--- config.mk ---
export PLATFORM = sky130hd
export DESIGN_NAME = vcache_wh_concentrator
export DESIGN_NICKNAME = d
export VERILOG_FILES = /design/src/rtl/vcache_wh_concentrator.sv
export SDC_FILE = /design/constraint.sdc
export NUM_CORES = 1
export LEC_CHECK = 0
export CORE_AREA = 2 2 257 259
export CTS_CLUSTER_DIAMETER = 200
export CTS_CLUSTER_SIZE = 16
export DETAILED_ROUTE_END_ITERATION = 12
export DIE_AREA = 0 0 259 261
export MAX_ROUTING_LAYER = met4
export PLACE_DENSITY = 0.39
export SYNTH_ARGS = -nofsm -noshare
export SYNTH_HDL_FRONTEND = slang
export SYNTH_SLANG_ARGS = --single-unit
--- constraint.sdc ---
create_clock -name clk_i -period 4.7 [get_ports clk_i]
set_input_delay 1.41 -clock clk_i [delete_from_list [all_inputs] [get_ports clk_i]]
set_output_delay 1.41 -clock clk_i [all_outputs]
set_load 0.05 [all_outputs]
--- src/rtl/vcache_wh_concentrator.sv ---
// Wormhole concentrator: funnels num_in_p request lanes onto one link, packet by packet,
// and steers returning response packets back to the lane named in the header cid.
module vcache_wh_concentrator #(
    parameter int num_in_p        = 4,
    parameter int wh_flit_width_p = 64,
    parameter int wh_cord_width_p = 7,
    parameter int wh_len_width_p  = 4,
    parameter int wh_cid_width_p  = 2
) (
    input  logic                                 clk_i,
    input  logic                                 reset_i,
    input  logic [num_in_p-1:0]                  fwd_v_i,
    input  logic [num_in_p*wh_flit_width_p-1:0]  fwd_data_i,
    output logic [num_in_p-1:0]                  fwd_ready_o,
    output logic                                 fwd_v_o,
    output logic [wh_flit_width_p-1:0]           fwd_data_o,
    input  logic                                 fwd_ready_i,
    input  logic                                 rev_v_i,
    input  logic [wh_flit_width_p-1:0]           rev_data_i,
    output logic                                 rev_ready_o,
    output logic [num_in_p-1:0]                  rev_v_o,
    output logic [num_in_p*wh_flit_width_p-1:0]  rev_data_o,
    input  logic [num_in_p-1:0]                  rev_ready_i
);

    localparam int lg_lp      = $clog2(num_in_p);
    localparam int len_lsb_lp = wh_cord_width_p;
    localparam int cid_lsb_lp = wh_cord_width_p + wh_len_width_p;

    typedef enum logic [1:0] {F_IDLE, F_HOLD, F_BUSY} fwd_state_e;
    typedef enum logic {R_IDLE, R_BUSY} rev_state_e;

    function automatic logic [lg_lp-1:0] wrap_inc(input logic [lg_lp-1:0] x);
        if (x == lg_lp'(num_in_p - 1)) begin
            return '0;
        end
        return x + lg_lp'(1);
    endfunction

    logic [wh_flit_width_p-1:0] fwd_lane [num_in_p];

    for (genvar g = 0; g < num_in_p; g++) begin : g_lane
        assign fwd_lane[g] = fwd_data_i[g*wh_flit_width_p +: wh_flit_width_p];
    end

    fwd_state_e                fwd_state_q, fwd_state_d;
    logic [lg_lp-1:0]          rr_ptr_q, rr_ptr_d;
    logic [lg_lp-1:0]          fwd_grant_q, fwd_grant_d;
    logic [wh_len_width_p-1:0] fwd_cnt_q, fwd_cnt_d;

    logic [lg_lp-1:0]          rr_pick;
    logic                      rr_any;
    int                        rr_idx;
    logic [lg_lp-1:0]          fwd_sel;
    logic [wh_len_width_p-1:0] fwd_hdr_len;
    logic                      fwd_fire;

    // First requester at or after the pointer, wrapping around the lanes
    always_comb begin
        rr_pick = '0;
        rr_any  = 1'b0;
        rr_idx  = 0;
        for (int i = 0; i < num_in_p; i++) begin
            rr_idx = int'(rr_ptr_q) + i;
            if (rr_idx >= num_in_p) begin
                rr_idx = rr_idx - num_in_p;
            end
            if (!rr_any && fwd_v_i[lg_lp'(rr_idx)]) begin
                rr_any  = 1'b1;
                rr_pick = lg_lp'(rr_idx);
            end
        end
    end

    assign fwd_sel     = (fwd_state_q == F_IDLE) ? rr_pick : fwd_grant_q;
    assign fwd_hdr_len = fwd_lane[fwd_sel][len_lsb_lp +: wh_len_width_p];
    assign fwd_fire    = fwd_v_o & fwd_ready_i;

    always_ff @(posedge clk_i) begin
        if (reset_i) begin
            fwd_state_q <= F_IDLE;
            rr_ptr_q    <= '0;
            fwd_grant_q <= '0;
            fwd_cnt_q   <= '0;
        end else begin
            fwd_state_q <= fwd_state_d;
            rr_ptr_q    <= rr_ptr_d;
            fwd_grant_q <= fwd_grant_d;
            fwd_cnt_q   <= fwd_cnt_d;
        end
    end

    always_comb begin
        fwd_state_d = fwd_state_q;
        rr_ptr_d    = rr_ptr_q;
        fwd_grant_d = fwd_grant_q;
        fwd_cnt_d   = fwd_cnt_q;
        unique case (fwd_state_q)
            F_IDLE, F_HOLD: begin
                if (fwd_fire) begin
                    if (fwd_hdr_len == '0) begin
                        rr_ptr_d    = wrap_inc(fwd_sel);
                        fwd_state_d = F_IDLE;
                    end else begin
                        fwd_cnt_d   = fwd_hdr_len;
                        fwd_grant_d = fwd_sel;
                        fwd_state_d = F_BUSY;
                    end
                end else if (fwd_v_o) begin
                    // An offered header is frozen so the output never changes under a stall
                    fwd_grant_d = fwd_sel;
                    fwd_state_d = F_HOLD;
                end
            end
            F_BUSY: begin
                if (fwd_fire) begin
                    fwd_cnt_d = fwd_cnt_q - wh_len_width_p'(1);
                    if (fwd_cnt_q == wh_len_width_p'(1)) begin
                        rr_ptr_d    = wrap_inc(fwd_grant_q);
                        fwd_state_d = F_IDLE;
                    end
                end
            end
            default: fwd_state_d = F_IDLE;
        endcase
    end

    always_comb begin
        fwd_v_o     = 1'b0;
        fwd_data_o  = fwd_lane[fwd_sel];
        fwd_ready_o = '0;
        if (!reset_i) begin
            fwd_v_o = fwd_v_i[fwd_sel];
            if (fwd_state_q != F_IDLE || rr_any) begin
                fwd_ready_o[fwd_sel] = fwd_ready_i;
            end
        end
    end

    rev_state_e                rev_state_q, rev_state_d;
    logic [lg_lp-1:0]          rev_tgt_q, rev_tgt_d;
    logic [wh_len_width_p-1:0] rev_cnt_q, rev_cnt_d;

    logic [wh_cid_width_p-1:0] rev_cid;
    logic [lg_lp-1:0]          rev_sel;
    logic [wh_len_width_p-1:0] rev_hdr_len;
    logic                      rev_fire;

    assign rev_cid     = rev_data_i[cid_lsb_lp +: wh_cid_width_p];
    assign rev_sel     = (rev_state_q == R_IDLE) ? rev_cid[lg_lp-1:0] : rev_tgt_q;
    assign rev_hdr_len = rev_data_i[len_lsb_lp +: wh_len_width_p];
    assign rev_fire    = rev_v_i & rev_ready_o;

    always_ff @(posedge clk_i) begin
        if (reset_i) begin
            rev_state_q <= R_IDLE;
            rev_tgt_q   <= '0;
            rev_cnt_q   <= '0;
        end else begin
            rev_state_q <= rev_state_d;
            rev_tgt_q   <= rev_tgt_d;
            rev_cnt_q   <= rev_cnt_d;
        end
    end

    always_comb begin
        rev_state_d = rev_state_q;
        rev_tgt_d   = rev_tgt_q;
        rev_cnt_d   = rev_cnt_q;
        unique case (rev_state_q)
            R_IDLE: begin
                if (rev_fire && rev_hdr_len != '0) begin
                    rev_tgt_d   = rev_sel;
                    rev_cnt_d   = rev_hdr_len;
                    rev_state_d = R_BUSY;
                end
            end
            R_BUSY: begin
                if (rev_fire) begin
                    rev_cnt_d = rev_cnt_q - wh_len_width_p'(1);
                    if (rev_cnt_q == wh_len_width_p'(1)) begin
                        rev_state_d = R_IDLE;
                    end
                end
            end
            default: rev_state_d = R_IDLE;
        endcase
    end

    always_comb begin
        rev_v_o     = '0;
        rev_ready_o = 1'b0;
        rev_data_o  = {num_in_p{rev_data_i}};
        if (!reset_i) begin
            rev_v_o[rev_sel] = rev_v_i;
            rev_ready_o      = rev_ready_i[rev_sel];
        end
    end

endmodule

==> tab_implementation.tex, run 1 <==
\begin{tabular}{lr}
\hline
Metric & Value \\
\hline
\multicolumn{2}{l}{\textbf{Status}} \\
\quad Result of the run & complete, but fails checks \\
\quad Violations in the final reports & negative setup slack \\
\multicolumn{2}{l}{\textbf{Power}} \\
\quad Clk pwr share & 3.8\% \\
\quad Share of power burned in registers & 4.0\% \\
\quad Switching power & 2340 uW \\
\quad Highest ir drop seen on vdd & 162.2 uV \\
\quad Power share of the combinational group & 92.3\% \\
\quad Leakage power of the design & 0.004358 uW \\
\quad Switching part of the total & 50.75\% \\
\quad Internal portion of total power & 2271 uW \\
\quad Pwr dens & 389.5 nW/um\^{}2 \\
\multicolumn{2}{l}{\textbf{Clock network}} \\
\quad Count of clock tree sinks & 17 \\
\quad H-tree levels & 1 \\
\quad Register clock-pin slew on the reported worst setup and hold paths & 0.05 ns \\
\quad Clock root buffer & sky130\_fd\_sc\_hd\_\_clkbuf\_16 \\
\quad CTS hold repair buffers & 0 \\
\quad Worst skew pair latency & 0.25 ns \\
\quad Num CTS Buffers & 3 \\
\quad Largest buffer count on any clock path & 2 \\
\quad CTS tree & yes \\
\multicolumn{2}{l}{\textbf{Yosys}} \\
\quad Combinational family with the most area after synthesis & buffers and inverters \\
\quad Post-synthesis compound-gate area fraction & 15.49\% \\
\quad Asr flop ratio synth & 0\% \\
\quad Most frequently used flop master after synthesis & sky130\_fd\_sc\_hd\_\_dfxtp\_1 \\
\quad Top-area cell type share of the netlist area & 36.14\% \\
\quad Simple-gate portion of the synthesized area & 32.53\% \\
\quad Most numerous cell in the Yosys netlist & sky130\_fd\_sc\_hd\_\_nand2\_1 \\
\quad Adder and majority gate portion of the synthesized area & 1.640\% \\
\quad Average footprint of a synthesized cell & 6.222 sq um \\
\quad Most frequent cells after synthesis & sky130\_fd\_sc\_hd\_\_nand2\_1 (258), sky130\_fd\_sc\_hd\_\_buf\_4 (257), sky130\_fd\_sc\_hd\_\_a31oi\_1 (63), sky130\_fd\_sc\_hd\_\_and3\_1 (62), sky130\_fd\_sc\_hd\_\_clkbuf\_1 (35) \\
\quad Cell type with the largest total area after synthesis & sky130\_fd\_sc\_hd\_\_buf\_4 \\
\quad Flops \& latches, synth & 17 \\
\quad Netlist cell types & 57 \\
\quad Xor and xnor area share after synthesis & 0\% \\
\quad Post-synth EDFFs & 0 \\
\quad Leading cell types by total area after synthesis & sky130\_fd\_sc\_hd\_\_buf\_4 (36\%), sky130\_fd\_sc\_hd\_\_nand2\_1 (18\%), sky130\_fd\_sc\_hd\_\_a31oi\_1 (7.4\%), sky130\_fd\_sc\_hd\_\_and3\_1 (7.3\%), sky130\_fd\_sc\_hd\_\_dfxtp\_1 (6.4\%) \\
\quad Netlist area before placement & 5339 sq um \\
\quad Fraction of synthesized area in multiplexers & 2.883\% \\
\quad Syn Inst Count & 858 \\
\quad Net count after synthesis & 1197 \\
\quad Synthesis warning total & 0 \\
\quad Share of the yosys chip area belonging to registers & 6.375\% \\
\multicolumn{2}{l}{\textbf{STA}} \\
\quad Setup slack after layout & -0.1120 ns \\
\quad Slew @ Worst Pin & 0.5914 ns \\
\quad Maximum clock frequency & 0.2078 GHz \\
\quad Share of the cycle needed by the critical path after routing & 102.4\% \\
\quad Final setup violation count & 62 \\
\quad Final Max Tran Viols & 0 \\
\quad Worst clock skew & 0.001335 ns \\
\quad Period minus WS final & 4.812 ns \\
\quad Hold violation count in the final report & 0 \\
\quad Worst slew margin relative to its limit & 60.16\% \\
\quad RSZ-0062 raised after global routing & true \\
\multicolumn{2}{l}{\textbf{Die}} \\
\quad Vertical die dimension & 261 um \\
\quad Die Outline Area & 67600 sq um \\
\quad IO Pins & 662 \\
\quad Horizontal die dimension & 259 um \\
\quad Number of rows created at floorplan & 94 \\
\quad Placeable core region & 65040 sq um \\
\quad Initial core utilization & 8.209\% \\
\multicolumn{2}{l}{\textbf{Worst setup path}} \\
\quad Worst setup path startpoint & fwd\_v\_i[1] \\
\quad CP Data Arrival Time & 3.40 ns \\
\quad Endpoint type of the worst setup path & output port \\
\quad Slack of the worst reg-to-reg path & 1.38 ns \\
\quad Library cell contributing the largest single delay on the critical path & sky130\_fd\_sc\_hd\_\_or3b\_4 \\
\quad Max stage delay on crit path & 0.36 ns \\
\quad Kind of start point of the critical path & input pin \\
\quad Crit-path most repeated cell & sky130\_fd\_sc\_hd\_\_buf\_16 \\
\quad Worst reg2reg startpoint & fwd\_state\_q[1] \\
\quad Worst EP required & 3.29 ns \\
\quad Worst R2R End & rr\_ptr\_q[0] \\
\quad Number of cells on the worst reg-to-reg path & 15 \\
\quad Cell-by-cell listing of the critical path & buf\_8, or3b\_4, o211a\_1, a21bo\_4, buf\_4, buf\_12, buf\_16, buf\_16, nand2\_1, and3\_4, a31oi\_4, buf\_6 \\
\quad Startpoint-to-endpoint class of the critical path & in -> out \\
\quad Maximum fanout count along the critical path & 8 \\
\multicolumn{2}{l}{\textbf{Detailed routing}} \\
\quad Detail-routed net length per standard cell & 18.33 um \\
\quad Initial detailed-routing violation count & 182 \\
\quad Avg Vias per Cell & 3.396 \\
\quad Total length of routed wires & 35170 um \\
\quad Number of detailed-routing iterations run before antenna repair & 4 \\
\quad \# DRC & 0 \\
\quad Antenna-violating nets left & 0 \\
\quad Detailed-route via count & 6517 \\
\multicolumn{2}{l}{\textbf{Flow run}} \\
\quad Count of max-cap constraint violations & 0 \\
\multicolumn{2}{l}{\textbf{Final layout}} \\
\quad Proportion of layout cells with a drive suffix above 1 & 40.70\% \\
\quad Fillers & 7233 \\
\quad Non-filler cells, final & 1919 \\
\quad Number of nets in the finished design & 1394 \\
\quad Area overhead of the layout relative to synthesis & 121.7\% \\
\quad Summed area of non-filler cells in the final layout & 11840 sq um \\
\multicolumn{2}{l}{\textbf{Global route}} \\
\quad Via count of the first global-routing pass & 6680 \\
\quad Number of antenna violations at the first check in global routing & 1 \\
\quad Total Routing Usage GR & 9.158\% \\
\quad Largest net degree at the start of global routing & 32 \\
\quad GR Overflow Total & 0 \\
\quad First-pass GRT wire length & 44520 um \\
\multicolumn{2}{l}{\textbf{Place}} \\
\quad Detailed placer's ending HPWL & 23800 um \\
\quad Gp weighted congestion & 0.8062 \\
\quad I/O Buffers & 371 \\
\quad Cell area after placement & 9580 sq um \\
\quad Placed Cells incl. Taps & 1856 \\
\multicolumn{2}{l}{\textbf{Hold path}} \\
\quad Hold depth & 2 \\
\quad Hold Crit Start & rev\_cnt\_q[3] \\
\quad Hold path endpoint & rev\_cnt\_q[3] \\
\quad Type of the tightest min-delay check & reg -> reg \\
\hline
\end{tabular}
final cells by class:
cell class / instances / area (sq um) / share of cell area, %
multi-input combinational: 522 / 4339 / 36.66
antenna: 1 / 2.502 / 0.02114
inverter: 12 / 78.83 / 0.6660
tap: 864 / 1081 / 9.133
timing repair buffer: 499 / 5916 / 49.98
clock buffer: 4 / 78.83 / 0.6660
sequential: 17 / 340.3 / 2.875
sequential cells by signal, indices dropped and copies added, names as in the netlist:
| signal | count |
|---|---|
| rev_state_q | 1 |
| rev_tgt_q | 2 |
| fwd_cnt_q | 4 |
| rr_ptr_q | 2 |
| fwd_state_q | 2 |
| rev_cnt_q | 4 |
| fwd_grant_q | 2 |
metal layers:
layer / vias up / global-route usage (%) / wire length [um]
met1: 3032 / 9.221 / 12920
li1: 3014 / - / -
met3: 24 / 4.210 / 3734
met4: 0 / 1.686 / 426
met2: 447 / 16.33 / 18090
met5: - / - / 0
worst max-delay path by stage:
stage	endpoint	cells past startpoint
finish	fwd_data_o[37]	12
global route	fwd_data_o[23]	13
CTS	fwd_data_o[32]	13
detailed placement	fwd_data_o[8]	10
global placement	fwd_data_o[17]	10
floorplan	fwd_data_o[52]	11
cell families after synthesis:
family / count (synthesis)
adders and majority gates: 7
DFF: 17
AOI/OAI and AO/OA: 116
buffers and inverters: 319
and+or+nand+nor: 384
muxes: 15
stage by stage:
stage | setup slack [ns] | util (%) | total power [uW] | TNS (ns) | hold WS [ns]
floorplan | -0.2351 | - | 2691 | -4.686 | 0.4632
global route | -0.2121 | 18.20 | 4854 | -8.635 | 0.5519
finish | -0.1120 | 18.20 | 4611 | -3.523 | 0.5104
CTS | -0.1502 | 17.05 | 4384 | -5.628 | 0.5020
global placement | -0.5569 | 14.73 | 3382 | -32.46 | 0.4840
detailed placement | -0.5653 | 14.73 | 3377 | -32.47 | 0.4896
cell usage in the layout (no fill, tap or decap), drive strengths merged, types with 11 or more instances in the layout:
cell type / n
a21oi: 16
a31oi: 63
and3: 62
buf: 192
clkbuf: 16
clkdlybuf4s50: 293
dfxtp: 17
inv: 11
mux2i: 12
nand2: 258
nor2: 22
worst max-delay path: cells and delay by family:
| kind | cells | cell delay [ns] |
|---|---|---|
| buf+inv | 6 | 0.85 |
| simple gates | 3 | 0.70 |
| compound gates | 3 | 0.41 |
what timing repair did:
item,in CTS,in global routing
gates resized for setup,221,118
setup endpoints to repair,69,69
setup buffers,20,17
gates cloned,14,14
pin swaps,32,29
power by group through the flow:
stage	clock (uW)	sequential (uW)	combinational [uW]
global route	190	186	4480
CTS	183	182	4020
global placement	0	186	3200
detailed placement	0	185	3190
floorplan	0	172	2520
finish	174	183	4250
Note: power is estimated with default switching activity, not from simulation.
==> run 2: changes to the inputs <==
--- a/config.mk
+++ b/config.mk
@@ -5,13 +5,16 @@
 export SDC_FILE = /design/constraint.sdc
 export NUM_CORES = 1
 export LEC_CHECK = 0
-export CORE_AREA = 2 2 257 259
+export CELL_PAD_IN_SITES_DETAIL_PLACEMENT = 0
+export CELL_PAD_IN_SITES_GLOBAL_PLACEMENT = 1
+export CORE_AREA = 2 2 258 260
 export CTS_CLUSTER_DIAMETER = 200
 export CTS_CLUSTER_SIZE = 16
 export DETAILED_ROUTE_END_ITERATION = 12
-export DIE_AREA = 0 0 259 261
+export DIE_AREA = 0 0 260 262
+export HOLD_SLACK_MARGIN = 0.08
 export MAX_ROUTING_LAYER = met4
-export PLACE_DENSITY = 0.39
+export PLACE_DENSITY = 0.56
 export SYNTH_ARGS = -nofsm -noshare
 export SYNTH_HDL_FRONTEND = slang
 export SYNTH_SLANG_ARGS = --single-unit
==> run 2 against run 1 <==
  * Non-clock buffer count grew 2
  * The run still ends with negative setup slack left
  * Global-route usage is 0.51 points higher
  * Combinational power fell by 0.9%
  * Total power down 0.96%
  * Worst hold slack worse by 0.0029 ns
  * Critical path type unchanged
  * Clock skew up 0.0025 ns
  * Largest cell class unchanged
  * Register-to-register slack worse by 0.19 ns
  * Cell area down 0.92%
  * Flip-flop and latch count stayed put
==> tab_implementation.tex, run 2 (synthesis results as in run 1) <==
\begin{tabular}{lr}
\hline
Metric & Value \\
\hline
\multicolumn{2}{l}{\textbf{Worst setup path}} \\
\quad Library cell contributing the largest single delay on the critical path & sky130\_fd\_sc\_hd\_\_or3b\_4 \\
\quad Maximum fanout count along the critical path & 6 (-2) \\
\quad Cell family with most CP delay & buffers and inverters \\
\quad Worst EP required & 3.29 ns (about the same) \\
\quad Max stage delay on crit path & 0.37 ns (about the same) \\
\quad Cell-by-cell listing of the critical path & buf\_8, or3b\_4, o211a\_1, a21bo\_4, buf\_12, buf\_16, buf\_8, a211oi\_4, or2\_4, nor2\_2, buf\_12 \\
\quad Count of buffer and inverter cells on the critical path & 5 (-1) \\
\quad Startpoint-to-endpoint class of the critical path & in -> out \\
\quad CP Data Arrival Time & 3.35 ns (-0.05 ns) \\
\quad Kind of start point of the critical path & input pin \\
\quad Endpoint type of the worst setup path & output port \\
\multicolumn{2}{l}{\textbf{Die}} \\
\quad IO Pins & 662 (unchanged) \\
\quad Die Outline Area & 68120 sq um (+0.77\%) \\
\quad Number of rows created at floorplan & 94 (unchanged) \\
\quad Placeable core region & 65280 sq um (+0.36\%) \\
\quad Vertical die dimension & 262 um (+0.38\%) \\
\quad Initial core utilization & 8.179\% (-0.030 points) \\
\quad Horizontal die dimension & 260 um (+0.39\%) \\
\multicolumn{2}{l}{\textbf{Global route}} \\
\quad Met1 usage in global routing & 11.07\% (+1.8 points) \\
\quad Largest net degree at the start of global routing & 26 (-19\%) \\
\quad Number of antenna violations at the first check in global routing & 6 (+5) \\
\quad Global route hottest layer & met2 \\
\quad Met2 demand-to-capacity share in global routing & 15.66\% (-0.67 points) \\
\quad Via count of the first global-routing pass & 6752 (+1.1\%) \\
\quad Met3 capacity usage during global routing & 3.906\% (-0.30 points) \\
\quad First-pass GRT wire length & 46430 um (+4.3\%) \\
\quad GR Overflow Total & 0 (unchanged) \\
\quad Total Routing Usage GR & 9.669\% (+0.51 points) \\
\multicolumn{2}{l}{\textbf{Status}} \\
\quad Result of the run & complete, but fails checks \\
\quad Violations in the final reports & negative setup slack \\
\multicolumn{2}{l}{\textbf{Final layout}} \\
\quad Commonest non-fill, non-tap cells in the layout & sky130\_fd\_sc\_hd\_\_clkdlybuf4s50\_1 (293), sky130\_fd\_sc\_hd\_\_nand2\_1 (198), sky130\_fd\_sc\_hd\_\_buf\_6 (75), sky130\_fd\_sc\_hd\_\_and3\_4 (60), sky130\_fd\_sc\_hd\_\_a31oi\_4 (60) \\
\quad Leading cell type in the layout, fill and taps excluded & sky130\_fd\_sc\_hd\_\_clkdlybuf4s50\_1 \\
\quad Area overhead of the layout relative to synthesis & 119.7\% \\
\quad Non-filler cells, final & 1925 (+0.31\%) \\
\quad Number of nets in the finished design & 1397 (+0.22\%) \\
\quad Leading registers by flop count & fwd\_cnt\_q: 4 flops, rev\_cnt\_q: 4 flops \\
\quad Proportion of layout cells with a drive suffix above 1 & 39.92\% (-0.78 points) \\
\quad Final core utilization & 17.97\% (-0.23 points) \\
\multicolumn{2}{l}{\textbf{Detailed routing}} \\
\quad Total length of routed wires & 35990 um (+2.3\%) \\
\quad Antenna-violating nets left & 0 (unchanged) \\
\quad Detail-routed net length per standard cell & 18.70 um (+2.0\%) \\
\quad \# DRC & 0 (unchanged) \\
\quad Detailed-route via count & 6435 (-1.3\%) \\
\quad Avg Vias per Cell & 3.343 (-1.6\%) \\
\quad Number of detailed-routing iterations run before antenna repair & 4 (unchanged) \\
\quad Initial detailed-routing violation count & 187 (+2.7\%) \\
\multicolumn{2}{l}{\textbf{Hold path}} \\
\quad Type of the tightest min-delay check & reg -> reg \\
\multicolumn{2}{l}{\textbf{Clock network}} \\
\quad Worst skew pair latency & 0.25 ns (about the same) \\
\quad H-tree levels & 1 (unchanged) \\
\quad Count of clock tree sinks & 17 (unchanged) \\
\quad Clock root buffer & sky130\_fd\_sc\_hd\_\_clkbuf\_16 \\
\quad Num CTS Buffers & 3 (unchanged) \\
\quad CTS tree & yes \\
\quad Register clock-pin slew on the reported worst setup and hold paths & 0.06 ns (about the same) \\
\quad CTS hold repair buffers & 0 (unchanged) \\
\quad Largest buffer count on any clock path & 2 (unchanged) \\
\multicolumn{2}{l}{\textbf{STA}} \\
\quad RSZ-0062 raised after global routing & true \\
\quad Post-Route Setup TNS & -0.7008 ns (+2.823 ns) \\
\quad Setup slack after layout & -0.06348 ns (+0.04856 ns) \\
\quad Worst slew margin relative to its limit & 59.13\% (-1.0 points) \\
\quad Period minus WS final & 4.763 ns (-0.04856 ns) \\
\quad Maximum clock frequency & 0.2099 GHz (+1.0\%) \\
\quad Final setup violation count & 24 (-61\%) \\
\quad Slew @ Worst Pin & 0.6066 ns (+0.01523 ns) \\
\quad Final Max Tran Viols & 0 (unchanged) \\
\quad Worst hold margin & 0.5075 ns (-0.002938 ns) \\
\quad Worst clock skew & 0.003854 ns (+0.002519 ns) \\
\quad Share of the cycle needed by the critical path after routing & 101.4\% (-1.0 points) \\
\quad Hold violation count in the final report & 0 (unchanged) \\
\multicolumn{2}{l}{\textbf{Power}} \\
\quad Leakage power of the design & 0.004298 uW (-1.4\%) \\
\quad Highest ir drop seen on vdd & 245.7 uV (+51\%) \\
\quad Sum of internal, switching and leakage power & 4567 uW (-0.96\%) \\
\quad Pwr dens & 389.4 nW/um\^{}2 (about the same) \\
\multicolumn{2}{l}{\textbf{Place}} \\
\quad I/O Buffers & 371 (unchanged) \\
\quad Gp weighted congestion & 0.8036 (-0.32\%) \\
\quad Placed Cells incl. Taps & 1859 (+0.16\%) \\
\quad Detailed placer's ending HPWL & 25170 um (+5.8\%) \\
\multicolumn{2}{l}{\textbf{Flow run}} \\
\quad Count of max-cap constraint violations & 0 (unchanged) \\
\hline
\end{tabular}
[run 2: cell count changes in the layout (fill, tap and decap cells not counted), moves of 8 or more]
cell / before / now
sky130_fd_sc_hd__buf_8: 31 / 14
sky130_fd_sc_hd__nand2_1: 184 / 198
sky130_fd_sc_hd__buf_6: 67 / 75
sky130_fd_sc_hd__nand2_2: 60 / 49
sky130_fd_sc_hd__buf_4: 46 / 59
[run 2: layout make-up]
| class | instances | area [sq um] |
|---|---|---|
| fillers | 7289 | 53550 |
| repair buffers | 501 | 5802 |
| multi-input cells | 522 | 4312 |
| well taps | 864 | 1081 |
| flip-flops and latches | 17 | 340.3 |
| clock buffers | 4 | 78.83 |
| inverters | 12 | 73.82 |
| repair inverters | 1 | 30.03 |
| diodes | 4 | 10.01 |
[run 2: layer usage]
layer / vias up / share of wire, %
met5: - / 0
met4: 0 / 2.3
met3: 44 / 9.4
met2: 410 / 47
met1: 2956 / 41
li1: 3025 / -
[run 2: where the power goes]
part	switching, uW	total (uW)	internal (uW)
clock	59.8	175	115
sequential	24.1	183	159
combinational	2260	4210	1950
[run 2: worst paths after layout]
check / from / to / slack [ns] / depth (start not counted)
max: fwd_v_i[1] / fwd_v_o / -0.06 / 11
min: fwd_grant_q[0] / fwd_grant_q[0] / 0.51 / 2
max reg2reg: fwd_state_q[1] / fwd_cnt_q[3] / 1.19 / 15
min reg2reg: fwd_grant_q[0] / fwd_grant_q[0] / 0.51 / 2
[run 2: through the flow]
| stage | instance area (sq um) | setup slack (ns) |
|---|---|---|
| finish | 11730 | -0.06348 |
| CTS | 11150 | -0.08081 |
| detailed placement | 9590 | -0.6381 |
| floorplan | 6336 | -0.2351 |
| global placement | 9590 | -0.6353 |
| global route | 11720 | -0.1281 |
[run 2: tightest hold or removal path, delay by kind of cell, from the launching register on]
| family | cells | cell delay [ns] |
|---|---|---|
| flip-flops | 1 | 0.33 |
| multiplexers | 1 | 0.06 |
| AND/OR/NAND/NOR | 1 | 0.07 |
[run 2: repair_timing]
item | in CTS | in global routing
gates resized for setup | 241 | 82
endpoints found under the setup margin | 69 | 67
buffers inserted | 23 | 15
cloned | 14 | 10
pin swaps | 21 | 36
